--- config.mk ---
export PLATFORM = sky130hd
export DESIGN_NAME = reg_drain_sched_flat
export DESIGN_NICKNAME = d
export VERILOG_FILES = /design/src/rtl/reg_drain_sched_if.sv /design/src/rtl/reg_drain_sched.sv /design/src/flat_wrapper.sv
export SDC_FILE = /design/constraint.sdc
export NUM_CORES = 1
export LEC_CHECK = 0
export ABC_AREA = 1
export CORE_MARGIN = 2
export CORE_UTILIZATION = 40
export DETAILED_ROUTE_END_ITERATION = 12
export GPL_TIMING_DRIVEN = 1
export PLACE_DENSITY_LB_ADDON = 0.05
export SLEW_MARGIN = 5
export SYNTH_ARGS = -nofsm -noshare
export SYNTH_HDL_FRONTEND = slang
export SYNTH_SLANG_ARGS = --single-unit
export TNS_END_PERCENT = 30
--- constraint.sdc ---
create_clock -name clk_i -period 2.4 [get_ports clk_i]
set_input_delay 0.6 -clock clk_i [delete_from_list [all_inputs] [get_ports clk_i]]
set_output_delay 0.6 -clock clk_i [all_outputs]
set_load 0.005 [all_outputs]
--- src/rtl/reg_drain_sched_if.sv ---
// ----------------------------------------------------------------------------
// reg_drain_sched_if
// Bundles the controller-facing signals of the readout scheduler.
//   master : controller side. Drives start, the pending counts, the register
//            taps and out_ready. Observes the output stream, the strobes,
//            busy and done.
//   slave  : scheduler side (reg_drain_sched), the mirror image of master.
// Signals:
//   start                      request a full drain
//   e_count/c_count/p_count    words pending in reg_e / reg_c / reg_p
//   e_data/c_data/p_data       current tap of each shift register (24/15/9 b)
//   out_valid/out_ready/out_data  N-bit output stream with tag in [N-1:N-2]
//   shift_e/shift_c/shift_p    one-cycle pop strobes
//   busy, done                 drain status
// ----------------------------------------------------------------------------
interface reg_drain_sched_if #(
   parameter int N    = 64,
   parameter int E_CW = 6,
   parameter int C_CW = 7,
   parameter int P_CW = 10
);
   logic            start;
   logic [E_CW-1:0] e_count;
   logic [C_CW-1:0] c_count;
   logic [P_CW-1:0] p_count;
   logic [23:0]     e_data;
   logic [14:0]     c_data;
   logic [8:0]      p_data;
   logic            out_ready;
   logic            out_valid;
   logic [N-1:0]    out_data;
   logic            shift_e;
   logic            shift_c;
   logic            shift_p;
   logic            busy;
   logic            done;

   modport master (
      output start, e_count, c_count, p_count, e_data, c_data, p_data, out_ready,
      input  out_valid, out_data, shift_e, shift_c, shift_p, busy, done
   );

   modport slave (
      input  start, e_count, c_count, p_count, e_data, c_data, p_data, out_ready,
      output out_valid, out_data, shift_e, shift_c, shift_p, busy, done
   );
endinterface

--- src/rtl/reg_drain_sched.sv ---
// ----------------------------------------------------------------------------
// reg_drain_sched
// Drains reg_e, reg_c and reg_p through one N-bit valid/ready stream. The
// pending counts are latched on start; sources with words left are granted
// round-robin (e -> c -> p -> e) and every accepted word pops its source
// register with exactly one shift strobe. Each word costs ARB, EMIT (held
// until accepted) and POP, so the minimum spacing is three cycles per word.
// Ports:
//   clk_i   clock, all state on the rising edge
//   rst_ni  asynchronous active-low reset
//   bus     reg_drain_sched_if.slave (start, counts, taps, stream, strobes,
//           busy, done)
// out_data layout: [N-1:N-2] tag (01=e, 10=c, 11=p), [N-3:0] zero-extended tap.
// ----------------------------------------------------------------------------
module reg_drain_sched #(
   parameter int N    = 64,
   parameter int E_CW = 6,
   parameter int C_CW = 7,
   parameter int P_CW = 10
) (
   input  logic                    clk_i,
   input  logic                    rst_ni,
   reg_drain_sched_if.slave        bus
);

   typedef enum logic [2:0] {
      S_IDLE,
      S_ARB,
      S_EMIT,
      S_POP,
      S_FIN
   } state_e;

   // The source encoding doubles as the out_data tag; SRC_NONE means no
   // source has words left.
   typedef enum logic [1:0] {
      SRC_NONE = 2'b00,
      SRC_E    = 2'b01,
      SRC_C    = 2'b10,
      SRC_P    = 2'b11
   } src_e;

   state_e          state_q, state_d;
   logic [E_CW-1:0] rem_e_q, rem_e_d;
   logic [C_CW-1:0] rem_c_q, rem_c_d;
   logic [P_CW-1:0] rem_p_q, rem_p_d;
   src_e            ptr_q, ptr_d;
   src_e            grant_q, grant_d;
   logic [N-1:0]    out_data_q, out_data_d;

   logic            has_e, has_c, has_p;
   src_e            pick;
   logic [N-3:0]    data_sel;

   // -------------------------------------------------------------------------
   // Round-robin pick: first source with words left, starting at the pointer.
   // -------------------------------------------------------------------------
   assign has_e = (rem_e_q != '0);
   assign has_c = (rem_c_q != '0);
   assign has_p = (rem_p_q != '0);

   always_comb begin
      // NOTE: every variable written in a combinational block gets a default
      // first, so no path leaves it unassigned and no latch is inferred.
      pick = SRC_NONE;
      unique case (ptr_q)
         SRC_C: begin
            if (has_c)      pick = SRC_C;
            else if (has_p) pick = SRC_P;
            else if (has_e) pick = SRC_E;
         end
         SRC_P: begin
            if (has_p)      pick = SRC_P;
            else if (has_e) pick = SRC_E;
            else if (has_c) pick = SRC_C;
         end
         default: begin
            if (has_e)      pick = SRC_E;
            else if (has_c) pick = SRC_C;
            else if (has_p) pick = SRC_P;
         end
      endcase
   end

   // Zero-extend the picked tap; bits above its width stay 0.
   always_comb begin
      data_sel = '0;
      unique case (pick)
         SRC_E:   data_sel[23:0] = bus.e_data;
         SRC_C:   data_sel[14:0] = bus.c_data;
         SRC_P:   data_sel[8:0]  = bus.p_data;
         default: data_sel       = '0;
      endcase
   end

   // -------------------------------------------------------------------------
   // FSM: state register
   // -------------------------------------------------------------------------
   always_ff @(posedge clk_i or negedge rst_ni) begin
      // NOTE: sequential state is updated with non-blocking assignments so
      // every flop samples the pre-edge values regardless of block order.
      if (!rst_ni) state_q <= S_IDLE;
      else         state_q <= state_d;
   end

   // -------------------------------------------------------------------------
   // FSM: next state
   // -------------------------------------------------------------------------
   always_comb begin
      state_d = state_q;
      unique case (state_q)
         S_IDLE:  if (bus.start) state_d = S_ARB;
         S_ARB:   state_d = (pick == SRC_NONE) ? S_FIN : S_EMIT;
         S_EMIT:  if (bus.out_ready) state_d = S_POP;
         S_POP:   state_d = S_ARB;
         S_FIN:   state_d = S_IDLE;
         default: state_d = S_IDLE;
      endcase
   end

   // -------------------------------------------------------------------------
   // FSM: outputs (all decoded from registered state)
   // -------------------------------------------------------------------------
   always_comb begin
      bus.out_valid = (state_q == S_EMIT);
      bus.out_data  = out_data_q;
      bus.shift_e   = (state_q == S_POP) && (grant_q == SRC_E);
      bus.shift_c   = (state_q == S_POP) && (grant_q == SRC_C);
      bus.shift_p   = (state_q == S_POP) && (grant_q == SRC_P);
      bus.busy      = (state_q != S_IDLE);
      bus.done      = (state_q == S_FIN);
   end

   // -------------------------------------------------------------------------
   // Datapath: latched counts, pointer, grant and the held output word
   // -------------------------------------------------------------------------
   always_comb begin
      rem_e_d    = rem_e_q;
      rem_c_d    = rem_c_q;
      rem_p_d    = rem_p_q;
      ptr_d      = ptr_q;
      grant_d    = grant_q;
      out_data_d = out_data_q;

      unique case (state_q)
         S_IDLE: begin
            // Counts are only sampled here; input changes mid-drain are ignored.
            if (bus.start) begin
               rem_e_d = bus.e_count;
               rem_c_d = bus.c_count;
               rem_p_d = bus.p_count;
               ptr_d   = SRC_E;
            end
         end
         S_ARB: begin
            if (pick != SRC_NONE) begin
               grant_d    = pick;
               out_data_d = {pick, data_sel};
            end
         end
         S_POP: begin
            // Guarded decrements keep the counters from wrapping.
            unique case (grant_q)
               SRC_E: begin
                  if (has_e) rem_e_d = rem_e_q - E_CW'(1);
                  ptr_d = SRC_C;
               end
               SRC_C: begin
                  if (has_c) rem_c_d = rem_c_q - C_CW'(1);
                  ptr_d = SRC_P;
               end
               SRC_P: begin
                  if (has_p) rem_p_d = rem_p_q - P_CW'(1);
                  ptr_d = SRC_E;
               end
               default: ptr_d = SRC_E;
            endcase
         end
         default: ;
      endcase
   end

   always_ff @(posedge clk_i or negedge rst_ni) begin
      if (!rst_ni) begin
         rem_e_q    <= '0;
         rem_c_q    <= '0;
         rem_p_q    <= '0;
         ptr_q      <= SRC_E;
         grant_q    <= SRC_NONE;
         out_data_q <= '0;
      end else begin
         rem_e_q    <= rem_e_d;
         rem_c_q    <= rem_c_d;
         rem_p_q    <= rem_p_d;
         ptr_q      <= ptr_d;
         grant_q    <= grant_d;
         out_data_q <= out_data_d;
      end
   end

endmodule

--- src/flat_wrapper.sv ---
// flat-port wrapper written by rule: the top's interface ports become plain ports
module reg_drain_sched_flat 
#(
   parameter int N    = 64,
   parameter int E_CW = 6,
   parameter int C_CW = 7,
   parameter int P_CW = 10
)
  (clk_i, rst_ni, bus_start, bus_e_count, bus_c_count, bus_p_count, bus_e_data, bus_c_data, bus_p_data, bus_out_ready, bus_out_valid, bus_out_data, bus_shift_e, bus_shift_c, bus_shift_p, bus_busy, bus_done);
  reg_drain_sched_if #(.N(N), .E_CW(E_CW), .C_CW(C_CW), .P_CW(P_CW)) bus_i ();
  input  logic clk_i;
  input  logic rst_ni;
  input wire logic [$bits(bus_i.start)-1:0] bus_start;
  input wire logic [$bits(bus_i.e_count)-1:0] bus_e_count;
  input wire logic [$bits(bus_i.c_count)-1:0] bus_c_count;
  input wire logic [$bits(bus_i.p_count)-1:0] bus_p_count;
  input wire logic [$bits(bus_i.e_data)-1:0] bus_e_data;
  input wire logic [$bits(bus_i.c_data)-1:0] bus_c_data;
  input wire logic [$bits(bus_i.p_data)-1:0] bus_p_data;
  input wire logic [$bits(bus_i.out_ready)-1:0] bus_out_ready;
  output wire logic [$bits(bus_i.out_valid)-1:0] bus_out_valid;
  output wire logic [$bits(bus_i.out_data)-1:0] bus_out_data;
  output wire logic [$bits(bus_i.shift_e)-1:0] bus_shift_e;
  output wire logic [$bits(bus_i.shift_c)-1:0] bus_shift_c;
  output wire logic [$bits(bus_i.shift_p)-1:0] bus_shift_p;
  output wire logic [$bits(bus_i.busy)-1:0] bus_busy;
  output wire logic [$bits(bus_i.done)-1:0] bus_done;
  assign bus_i.start = bus_start;
  assign bus_i.e_count = bus_e_count;
  assign bus_i.c_count = bus_c_count;
  assign bus_i.p_count = bus_p_count;
  assign bus_i.e_data = bus_e_data;
  assign bus_i.c_data = bus_c_data;
  assign bus_i.p_data = bus_p_data;
  assign bus_i.out_ready = bus_out_ready;
  assign bus_out_valid = bus_i.out_valid;
  assign bus_out_data = bus_i.out_data;
  assign bus_shift_e = bus_i.shift_e;
  assign bus_shift_c = bus_i.shift_c;
  assign bus_shift_p = bus_i.shift_p;
  assign bus_busy = bus_i.busy;
  assign bus_done = bus_i.done;
  reg_drain_sched #(.N(N), .E_CW(E_CW), .C_CW(C_CW), .P_CW(P_CW)) u_core (.clk_i(clk_i), .rst_ni(rst_ni), .bus(bus_i));
endmodule
==> results.md, run 1 <==
* Outcome: finished, final reports clean
* Placed Cells at 659
* CTS sink count at 54
* Post-synth cell types at 34
* Minimum clock period at 2.26 ns
* Simple-gate share of the synthesized area at 27.9%
* Critical Path AT at 1.66 ns
* Total leakage power at 2.26 nW
* Tot GR Track Use at 16.9%
* Sequential element share of the synthesized area at 38.2%
* First drt pass iteration count at 4
* Power Dens Cells at 1200 nW/um2
* Compound-Gate Fraction of Synth Area at 12.0%
* Final core occ at 55.1%
* Metal3 WL at 599 um
* # rows at 34
* Synth top area share at 37.4%
* CTS tree: built
* Largest area contributor in the netlist: dfrtp_1
* Synth Warn # at 0
* Die ar. at 9630 um2
* Initial Util at 41.0%
* Post-DRT Antenna Nets at 0
* Core area at 8640 um2
* Critical Path RT at 1.80 ns
* Pre-CTS WS at -0.0302 ns
* RSZ-0062 raised after global routing: no
* Final WL at 8.30 mm
* Die height at 98.1 um
* Drt initial violations at 73
* Fillers at 854
* Register Area at 1350 um2
* Via count at 3100
* First-pass GRT wire length at 13.5 mm
* Vias in the first global route at 2973
* Final slew viol count at 0
* Clk pin slew, worst setup/hold paths at 0.10 ns
* Post-Syn Area at 3540 um2
* Share of cells above drive strength 1 at 11.9%
* Synth Register Bits at 54
* Setup tns final at 0 ns
* H-Tree Depth at 2
* DR DRC count at 0
* Final-report hold violation count at 0
* Synth Area in XOR/XNOR at 1.98%
* Largest family of logic cells by synthesized area: simple AND/OR/NAND/NOR gates
* Post-Layout Cell Count at 670
* Nets at 645
* Max cap viols at 0
* Syn avg cell area at 7.84 um2
* CTS Buf Count at 5
* Clock root buffer: clkbuf_8
* WL met1 at 3.78 mm
* Vias per cell at 4.63
* Final period util at 94.1%
* Startpoint Class: register
* Crit. End Element: primary output
* GRT Residual Overflow at 0
* Worst-case clock buffer depth at 2
* Largest net degree at the start of global routing at 55
* Area Overhead vs Synth at 34.3%
* Crit Path Max Fanout at 4
* WS Path Type: reg2out
* Worst skew pair latency at 0.31 ns
* Hold crit path type: in2async
* DR WL met2 at 3.86 mm
* WL/cell at 12.4 um
* Port bufs at 106
* Initial antenna violation count at 0
* Mux contribution to synthesized area at 0%
* Setup WS post-layout at 0.141 ns
* Top Layer Used: met4
* Hpwl dp at 6.18 mm
* Placer congestion estimate at 0.795
* Ant diodes at 0
* Die width at 98.1 um
* Max Fclk at 443 MHz
* Adder-cell area share of the yosys netlist at 3.18%
* Final setup viols at 0
* R2R depth at 15
* Top cells by area, synth: dfrtp_1, nand2_1, buf_4
* Max VDD drop at 0.000414 V
* Skew final at 0.00772 ns
* I/O pin total at 145
* Synth Instances at 452
* Area of the multi-input gates at 1770 um2
-- cells in the mapped netlist --
cell type,instances
clkbuf_1,5
a21oi_1,3
xor2_1,8
buf_2,3
nand4_1,1
inv_1,48
inv_2,3
a31oi_2,1
nor2_4,4
dfrtp_1,53
o22ai_1,7
buf_4,41
nor2_2,8
a22o_1,16
nand2_2,8
o21ai_1,2
buf_6,5
or2_2,1
nand3_1,34
nand2_1,118
nor3_1,4
a21oi_2,1
o21ai_0,26
o211ai_1,8
nand2_4,1
nor4_1,1
a31oi_1,1
nor3b_1,1
nor2_1,20
dfstp_2,1
ha_1,9
nand3_2,8
nand3_4,1
conb_1,1
-- per-layer routing --
metal  vias up  track usage (%)
met2        87             28.7
li1       1594                -
met3         5             4.94
met1      1414             21.5
met4         0             3.53
met5         -                0
-- metrics by stage --
step / hold slack (ns) / power, mW / instance area [um2]
2_1_floorplan: 0.304 / 3.89 / 3680
3_3_place_gp: 0.459 / 4.85 / 4560
3_5_place_dp: 0.469 / 4.89 / 4560
4_1_cts: 0.283 / 5.69 / 4720
5_1_grt: 0.283 / 6.26 / 4760
6_report: 0.273 / 5.70 / 4760
-- where the power goes --
| group | leakage (nW) | total [mW] | switching (mW) | internal [mW] |
|---|---|---|---|---|
| clock | 0.0683 | 0.729 | 0.310 | 0.418 |
| sequential | 0.676 | 1.60 | 0.278 | 1.32 |
| combinational | 1.51 | 3.37 | 1.89 | 1.48 |
| total | 2.26 | 5.70 | 2.48 | 3.21 |
-- cells in the final DEF, fill, tap and decap left out, drive strengths merged, types with 2 or more instances in the layout --
master         instances
bufinv                 2
dfrtp                 53
o21ai                 28
a31oi                  2
nand3                 43
a22o                  16
nor2                  32
conb                  38
ha                     9
clkbuf                 5
inv                   51
buf                   14
nand2                127
clkdlybuf4s50        105
o211ai                 8
o22ai                  7
a21oi                  4
xor2                   8
nor3                   4
-- sequential cells by signal, summed over array words and instances (netlist names) --
| signal | flops |
|---|---|
| u_core.grant_q | 1 |
| u_core.ptr_q | 2 |
| u_core.rem_c_q | 7 |
| u_core.state_q | 3 |
| u_core.bus.out_data | 25 |
| u_core.rem_e_q | 6 |
| u_core.rem_p_q | 10 |
-- cell families after synthesis --
family / after synthesis
other cells: 1
buf+inv: 105
fa+ha+maj: 9
xor+xnor: 8
compound gates: 65
simple gates: 210
flops: 54
-- path summary, 6_finish.rpt --
check / start / slack, ns / to
worst max register to register: u_core.rem_e_q[0] / 0.23 / u_core.bus.out_data[22]
max in group asynchronous: rst_ni / 1.84 / u_core.ptr_q[0]
min in group clk_i: u_core.bus.out_data[17] / 0.49 / u_core.bus.out_data[17]
worst min-delay path: rst_ni / 0.27 / u_core.rem_c_q[2]
worst max-delay path: u_core.bus.out_data[63] / 0.14 / bus_shift_e
worst min register to register: u_core.bus.out_data[17] / 0.49 / u_core.bus.out_data[17]
-- worst max-delay path: stages, from the launching register on --
cell and delay, ns:
dfrtp_1 0.42, inv_1 0.08, ha_1 0.13, inv_1 0.06
nor2_4 0.14, clkdlybuf4s50_1 0.52
-- final cells by class --
| cell class | count | area share (%) |
|---|---|---|
| clock buffers | 5 | 1.45 |
| clock inverters | 3 | 1.45 |
| inverters | 51 | 4.02 |
| multi-input cells | 330 | 37.2 |
| flip-flops and latches | 54 | 28.4 |
| well taps | 108 | 2.84 |
| repair buffers | 119 | 24.6 |
-- timing repair --
item | CTS | global route
gates resized for setup | 1 | 10
pin swaps | 0 | 1
setup endpoints to repair | 20 | 28
hold buffers | 0 | 0
setup buffers | 2 | 1
gates cloned | 0 | 0
(Power assumes the default switching activity.)
==> run 2: changes to the inputs <==
--- a/config.mk
+++ b/config.mk
@@ -9,7 +9,7 @@
 export CORE_MARGIN = 2
 export CORE_UTILIZATION = 40
 export DETAILED_ROUTE_END_ITERATION = 12
-export GPL_TIMING_DRIVEN = 1
+export GPL_TIMING_DRIVEN = 0
 export PLACE_DENSITY_LB_ADDON = 0.05
 export SLEW_MARGIN = 5
 export SYNTH_ARGS = -nofsm -noshare
==> run 2 against run 1 <==
Cell area is 9.6% higher; register-to-register slack worse by 0.098 ns; sequential share of layout area fell by 2.5 points; via count rose by 7.9%; power increased by 5.5%; non-clock buffer count rose by 53; largest cell class unchanged; sequential cell count unchanged; die area did not move; critical endpoint is now u_core.bus.out_data[8].
==> results.md, run 2 (synthesis results as in run 1) <==
* Outcome: finished, final reports clean
* Area Overhead vs Synth at 47.2%
* Clk pin slew, worst setup/hold paths at 0.11 ns (about the same)
* Crit. End Element: register
* Critical Path RT at 2.61 ns (+0.81 ns)
* Setup WS post-layout at 0.132 ns (-0.00866 ns)
* Crit Path Max Fanout at 10 (+6)
* I/O pin total at 145 (unchanged)
* Max VDD drop at 0.000569 V (+38%)
* Tot GR Track Use at 18.6% (+1.7 points)
* WL/cell at 12.5 um (+0.95%)
* Critical path's slowest cell: dfrtp_1
* Worst path cell trace: inv_2 -> ha_4 -> inv_1 -> nor2_4 -> nand3_2 -> nand2_1 -> nand3_1 -> nand2_2 -> inv_2 -> buf_6 -> ha_4 -> clkbuf_8 -> a22o_1 -> inv_1 -> nand2_1 -> nand2_1 -> nand2_1
* Die height at 98.1 um (unchanged)
* Initial Util at 41.0% (unchanged)
* Area after DPL at 4890 um2 (+7.2%)
* Max Fclk at 441 MHz (-0.38%)
* Die width at 98.1 um (unchanged)
* Clock root buffer: clkbuf_8
* Ant diodes at 0 (unchanged)
* Via count at 3346 (+7.9%)
* Total leakage power at 2.54 nW (+12%)
* WS Path Type: reg2reg
* Vias per cell at 4.62 (-0.11%)
* Share of cells above drive strength 1 at 21.1% (+9.2 points)
* Pre-CTS WS at -0.268 ns (-0.237 ns)
* Max reg flops at 25 (unchanged)
* Worst skew pair latency at 0.32 ns (about the same)
* Hold crit path type: in2async
* Power Dens Cells at 1150 nW/um2 (-3.8%)
* Max cap viols at 0 (unchanged)
* Minimum hold slack at 0.250 ns (-0.0230 ns)
* Worst slew pin tran at 0.590 ns
* Max_slew headroom at 60.7%
* CTS sink count at 54 (unchanged)
* Final core occ at 60.4% (+5.3 points)
* Final setup viols at 0 (unchanged)
* Largest net degree at the start of global routing at 33 (-40%)
* Final period util at 94.5% (+0.36 points)
* First-pass GRT wire length at 14.8 mm (+9.9%)
* Nets at 699 (+8.4%)
* Core area at 8640 um2 (unchanged)
* DR DRC count at 0 (unchanged)
* Final WL at 9.05 mm (+9.1%)
* H-Tree Depth at 2 (unchanged)
* Most frequent cells in the layout: nand2_1, clkdlybuf4s50_1, buf_4, dfrtp_1, inv_1
* Initial antenna violation count at 0 (unchanged)
* Final-report hold violation count at 0 (unchanged)
* Crit path buffers/inverters at 6 (+3)
* Final slew viol count at 0 (unchanged)
* Hpwl dp at 6.76 mm (+9.5%)
* CTS Buf Count at 5 (unchanged)
* CTS Hold Bufs at 0 (unchanged)
* CTS tree: built
* Skew final at 0.0120 ns (+0.00425 ns)
* Placer congestion estimate at 0.821 (+3.3%)
* Startpoint Class: register
* Commonest non-fill, non-tap cell in the layout: nand2_1
* Final instance area at 5220 um2 (+9.6%)
* Drt initial violations at 115 (+58%)
* Die ar. at 9630 um2 (unchanged)
* Post-DRT Antenna Nets at 0 (unchanged)
* GRT Residual Overflow at 0 (unchanged)
* First drt pass iteration count at 5 (+1)
* Critical Path AT at 2.48 ns (+0.82 ns)
* Vias in the first global route at 3256 (+9.5%)
* Worst-case clock buffer depth at 2 (unchanged)
* Crit path largest cell delay at 0.40 ns (-0.12 ns)
* Top cell by count, worst path: nand2_1
* Delay-heaviest family, CP: simple AND/OR/NAND/NOR gates
* # rows at 34 (unchanged)
* Port bufs at 106 (unchanged)
* Minimum clock period at 2.27 ns (+0.00866 ns)
run 2: cell count changes in the layout (fill, tap and decap cells not counted), sizes merged:
| cell | previous run | this run |
|---|---|---|
| buf | 14 | 63 |
| bufinv | 2 | 0 |
| clkbuf | 5 | 9 |
| clkinv | 1 | 0 |
| clkinvlp | 0 | 2 |
| inv | 51 | 52 |
| nand2 | 127 | 128 |
run 2: worst reg2reg max path, cell delays in order, from the launching register on:
cell	delay (ns)
dfrtp_1	0.40
inv_2	0.10
ha_4	0.15
inv_1	0.06
nor2_4	0.11
nand3_2	0.11
nand2_1	0.08
nand3_1	0.07
nand2_2	0.13
inv_2	0.07
buf_6	0.15
ha_4	0.19
clkbuf_8	0.16
a22o_1	0.20
inv_1	0.05
nand2_1	0.05
nand2_1	0.05
nand2_1	0.04
run 2: final timing paths:
kind	start	to	slack, ns	cells after the start
worst max-delay path	u_core.rem_e_q[0]	u_core.bus.out_data[8]	0.13	17
worst min-delay path	rst_ni	u_core.rem_c_q[4]	0.25	1
worst max register to register	u_core.rem_e_q[0]	u_core.bus.out_data[8]	0.13	17
worst min register to register	u_core.bus.out_data[4]	u_core.bus.out_data[4]	0.49	2
max in group asynchronous	rst_ni	u_core.ptr_q[0]	1.50	2
min in group clk_i	u_core.bus.out_data[4]	u_core.bus.out_data[4]	0.49	2
run 2: stage by stage:
step | setup TNS (ns) | instances | power [mW]
floorplan | 0 | 489 | 3.89
global placement | -60.41 | 703 | 4.96
detailed placement | -4.31 | 704 | 5.04
CTS | -0.0118 | 718 | 5.84
global route | -0.123 | 724 | 6.57
finish | 0 | 724 | 6.01
run 2: timing repair:
item | 4_1_cts | 5_1_grt
setup buffers | 5 | 6
pin swaps | 4 | 7
setup endpoints to repair | 27 | 30
gates resized for setup | 21 | 20
cloned | 1 | 0
run 2: cell type report:
| type | count | area [um2] |
|---|---|---|
| repair buffers | 118 | 1160 |
| flip-flops and latches | 54 | 1350 |
| inverters | 51 | 191 |
| well taps | 108 | 135 |
| clock buffers | 5 | 68.8 |
| plain buffers | 54 | 424 |
| fillers | 813 | 3420 |
| multi-input cells | 331 | 1860 |
| clock inverters | 3 | 23.8 |
run 2: routing by layer:
layer	global-route usage, %	wire length (um)	vias to the layer above
met1	21.8	3730	1520
met3	5.80	744	8
li1	-	-	1704
met2	33.4	4480	114
met5	0	0	-
met4	4.27	91	0
run 2: where the power goes:
part / switching (mW) / leakage [nW] / internal, mW
clock network: 0.329 / 0.0408 / 0.210
registers: 0.285 / 0.676 / 1.32
logic: 2.10 / 1.82 / 1.76
==> run 3: changes to the inputs <==
--- a/config.mk
+++ b/config.mk
@@ -11,6 +11,7 @@
 export DETAILED_ROUTE_END_ITERATION = 12
 export GPL_TIMING_DRIVEN = 0
 export PLACE_DENSITY_LB_ADDON = 0.05
+export SETUP_SLACK_MARGIN = 0.05
 export SLEW_MARGIN = 5
 export SYNTH_ARGS = -nofsm -noshare
 export SYNTH_HDL_FRONTEND = slang
==> run 3 against run 2 <==
Via count increased by 0.54%; power increased by 2.0%; register-to-register slack improved by 0.08 ns; final cell count increased by 1.1%; wire length increased by 1.6%; clock-buffer cell count unchanged; utilization increased by 0.78 points; non-clock buffer count increased by 8; clock power increased by 1%; combinational power increased by 3%; first-iteration DRC count decreased by 10%; maximum frequency about the same; critical endpoint is now bus_shift_e.
==> results.md, run 3 (synthesis results as in run 1) <==
* Outcome: finished, final reports clean
* Vias per cell at 4.60 (-0.56%)
* Register Area at 1350 um2 (unchanged)
* Tot GR Track Use at 18.8% (+0.14 points)
* Worst skew pair latency at 0.32 ns (about the same)
* Die ar. at 9630 um2 (unchanged)
* Int Power at 3.38 mW (+2.6%)
* Minimum clock period at 2.27 ns (+0.00111 ns)
* Area of the multi-input gates at 1860 um2 (unchanged)
* Critical Path AT at 1.67 ns (-0.81 ns)
* CTS Buf Count at 5 (unchanged)
* Power Dens Cells at 1160 nW/um2 (+0.70%)
* Worst R2R End: u_core.bus.out_data[1]
* Max_slew headroom at 60.7% (about the same)
* WL/cell at 12.6 um (+0.52%)
* GRT Residual Overflow at 0 (unchanged)
* WS Path Type: reg2out
* Most frequent cells in the layout: nand2_1, clkdlybuf4s50_1, buf_4, dfrtp_1
* Clock power frac at 8.9% (about the same)
* Area Overhead vs Synth at 49.1%
* H-Tree Depth at 2 (unchanged)
* Initial antenna violation count at 0 (unchanged)
* Largest net degree at the start of global routing at 33 (unchanged)
* Nets at 707 (+1.1%)
* First drt pass iteration count at 4 (-1)
* Final WL at 9.20 mm (+1.6%)
* Startpoint Class: register
* Vias in the first global route at 3285 (+0.89%)
* Clk pin slew, worst setup/hold paths at 0.11 ns (about the same)
* Initial Util at 41.0% (unchanged)
* Clock root buffer: clkbuf_8
* Final period util at 94.5% (about the same)
* Critical Path RT at 1.80 ns (-0.81 ns)
* RSZ-0062 raised after global routing: yes
* Total leakage power at 2.57 nW (+1.6%)
* Fillers at 805 (-0.98%)
* Pre-CTS WS at -0.268 ns (unchanged)
* NetSw at 2.75 mW (+1.3%)
* Skew final at 0.0142 ns (+0.00226 ns)
* Ant diodes at 0 (unchanged)
* Final slew viol count at 0 (unchanged)
* Port bufs at 106 (unchanged)
* Die height at 98.1 um (unchanged)
* Post-DRT Antenna Nets at 0 (unchanged)
* R2R depth at 17 (unchanged)
* R2R Setup Slk at 0.21 ns (+0.08 ns)
* Die width at 98.1 um (unchanged)
* Part of the power in registers at 26.2% (-0.5 points)
* # rows at 34 (unchanged)
* Max reg flops at 25 (unchanged)
* Crit Path Max Fanout at 4 (-6)
* Switching Share at 44.8% (-0.33 points)
* First-pass GRT wire length at 15.0 mm (+0.84%)
* Worst-case clock buffer depth at 2 (unchanged)
* Via count at 3364 (+0.54%)
* Worst slew pin tran at 0.589 ns (-0.000690 ns)
* Minimum hold slack at 0.249 ns (-0.00143 ns)
* Setup WS post-layout at 0.131 ns (-0.00111 ns)
* Hpwl dp at 6.76 mm (unchanged)
* Final-report hold violation count at 0 (unchanged)
* DR DRC count at 0 (unchanged)
* CTS sink count at 54 (unchanged)
* Drt initial violations at 103 (-10%)
* Max cap viols at 0 (unchanged)
* Share of cells above drive strength 1 at 22.3% (+1.2 points)
* Crit. End Element: primary output
* CTS tree: built
* Placer congestion estimate at 0.821 (unchanged)
* I/O pin total at 145 (unchanged)
* Max VDD drop at 0.000567 V (-0.48%)
* Final setup viols at 0 (unchanged)
* CTS Hold Bufs at 0 (unchanged)
* Max Fclk at 441 MHz (about the same)
* Hold crit path type: in2async
* Commonest non-fill, non-tap cell in the layout: nand2_1
* RR Startpoint: u_core.rem_e_q[0]
* Core area at 8640 um2 (unchanged)
* Gate power share at 64.9% (+0.6 points)
[run 3: cell count changes in the layout (fill, tap and decap cells not counted), sizes merged]
cell | previous run | this run
buf | 63 | 71
[run 3: cell type report]
cell class,instances,share of cell area (%)
buffer,54,8.17
clock buffer,5,1.30
clock inverter,3,0.450
inverter,51,3.62
multi-input combinational,331,35.2
sequential,54,25.6
tap,108,2.56
timing repair buffer,126,23.1
[run 3: worst max-delay path by stage]
stage | startpoint | end | slack, ns | depth (start not counted)
floorplan | u_core.rem_e_q[0] | u_core.bus.out_data[7] | 0.12 | 17
global placement | rst_ni | u_core.bus.out_data[4] | -1.08 | 1
detailed placement | u_core.rem_c_q[0] | u_core.bus.out_data[14] | -0.27 | 16
CTS | u_core.rem_e_q[0] | u_core.bus.out_data[1] | 0.04 | 17
global route | u_core.rem_e_q[0] | u_core.bus.out_data[7] | 0.007 | 17
finish | u_core.bus.out_data[63] | bus_shift_e | 0.13 | 5
[run 3: power groups by stage]
stage / sequential, mW / combinational [mW] / clock (mW)
final: 1.60 / 3.98 / 0.544
after floorplan: 1.58 / 2.31 / 0
after CTS: 1.60 / 3.71 / 0.555
after global placement: 1.59 / 3.37 / 0
after global routing: 1.66 / 4.44 / 0.595
after detailed placement: 1.61 / 3.43 / 0
[run 3: timing repair]
action,CTS,global route
gates cloned,1,0
endpoints found under the setup margin,30,30
setup buffers,9,10
pin swaps,5,8
resized for setup,22,22
[run 3: metal layers]
layer	part of all wire [%]	track usage, %	vias up
met4	1.3	4.59	0
met3	7.7	5.87	10
met5	0	0	-
met1	42	21.9	1531
met2	49	33.6	104
li1	-	-	1719
[run 3: stage by stage]
stage / util, % / TNS, ns / power (mW) / cell area, um2 / instances
after floorplan: - / 0 / 3.89 / 3680 / 489
after global placement: 56.5 / -60.41 / 4.96 / 4880 / 703
after detailed placement: 56.7 / -4.31 / 5.04 / 4890 / 704
after CTS: 59.3 / 0 / 5.86 / 5120 / 722
after global routing: 61.2 / 0 / 6.70 / 5280 / 732
final: 61.2 / 0 / 6.13 / 5280 / 732
[run 3: critical path: stages (launching register included)]
cell and delay [ns]:
dfrtp_1 0.43, inv_1 0.08, ha_1 0.13, inv_1 0.06, nor2_4 0.14, clkdlybuf4s50_1 0.52
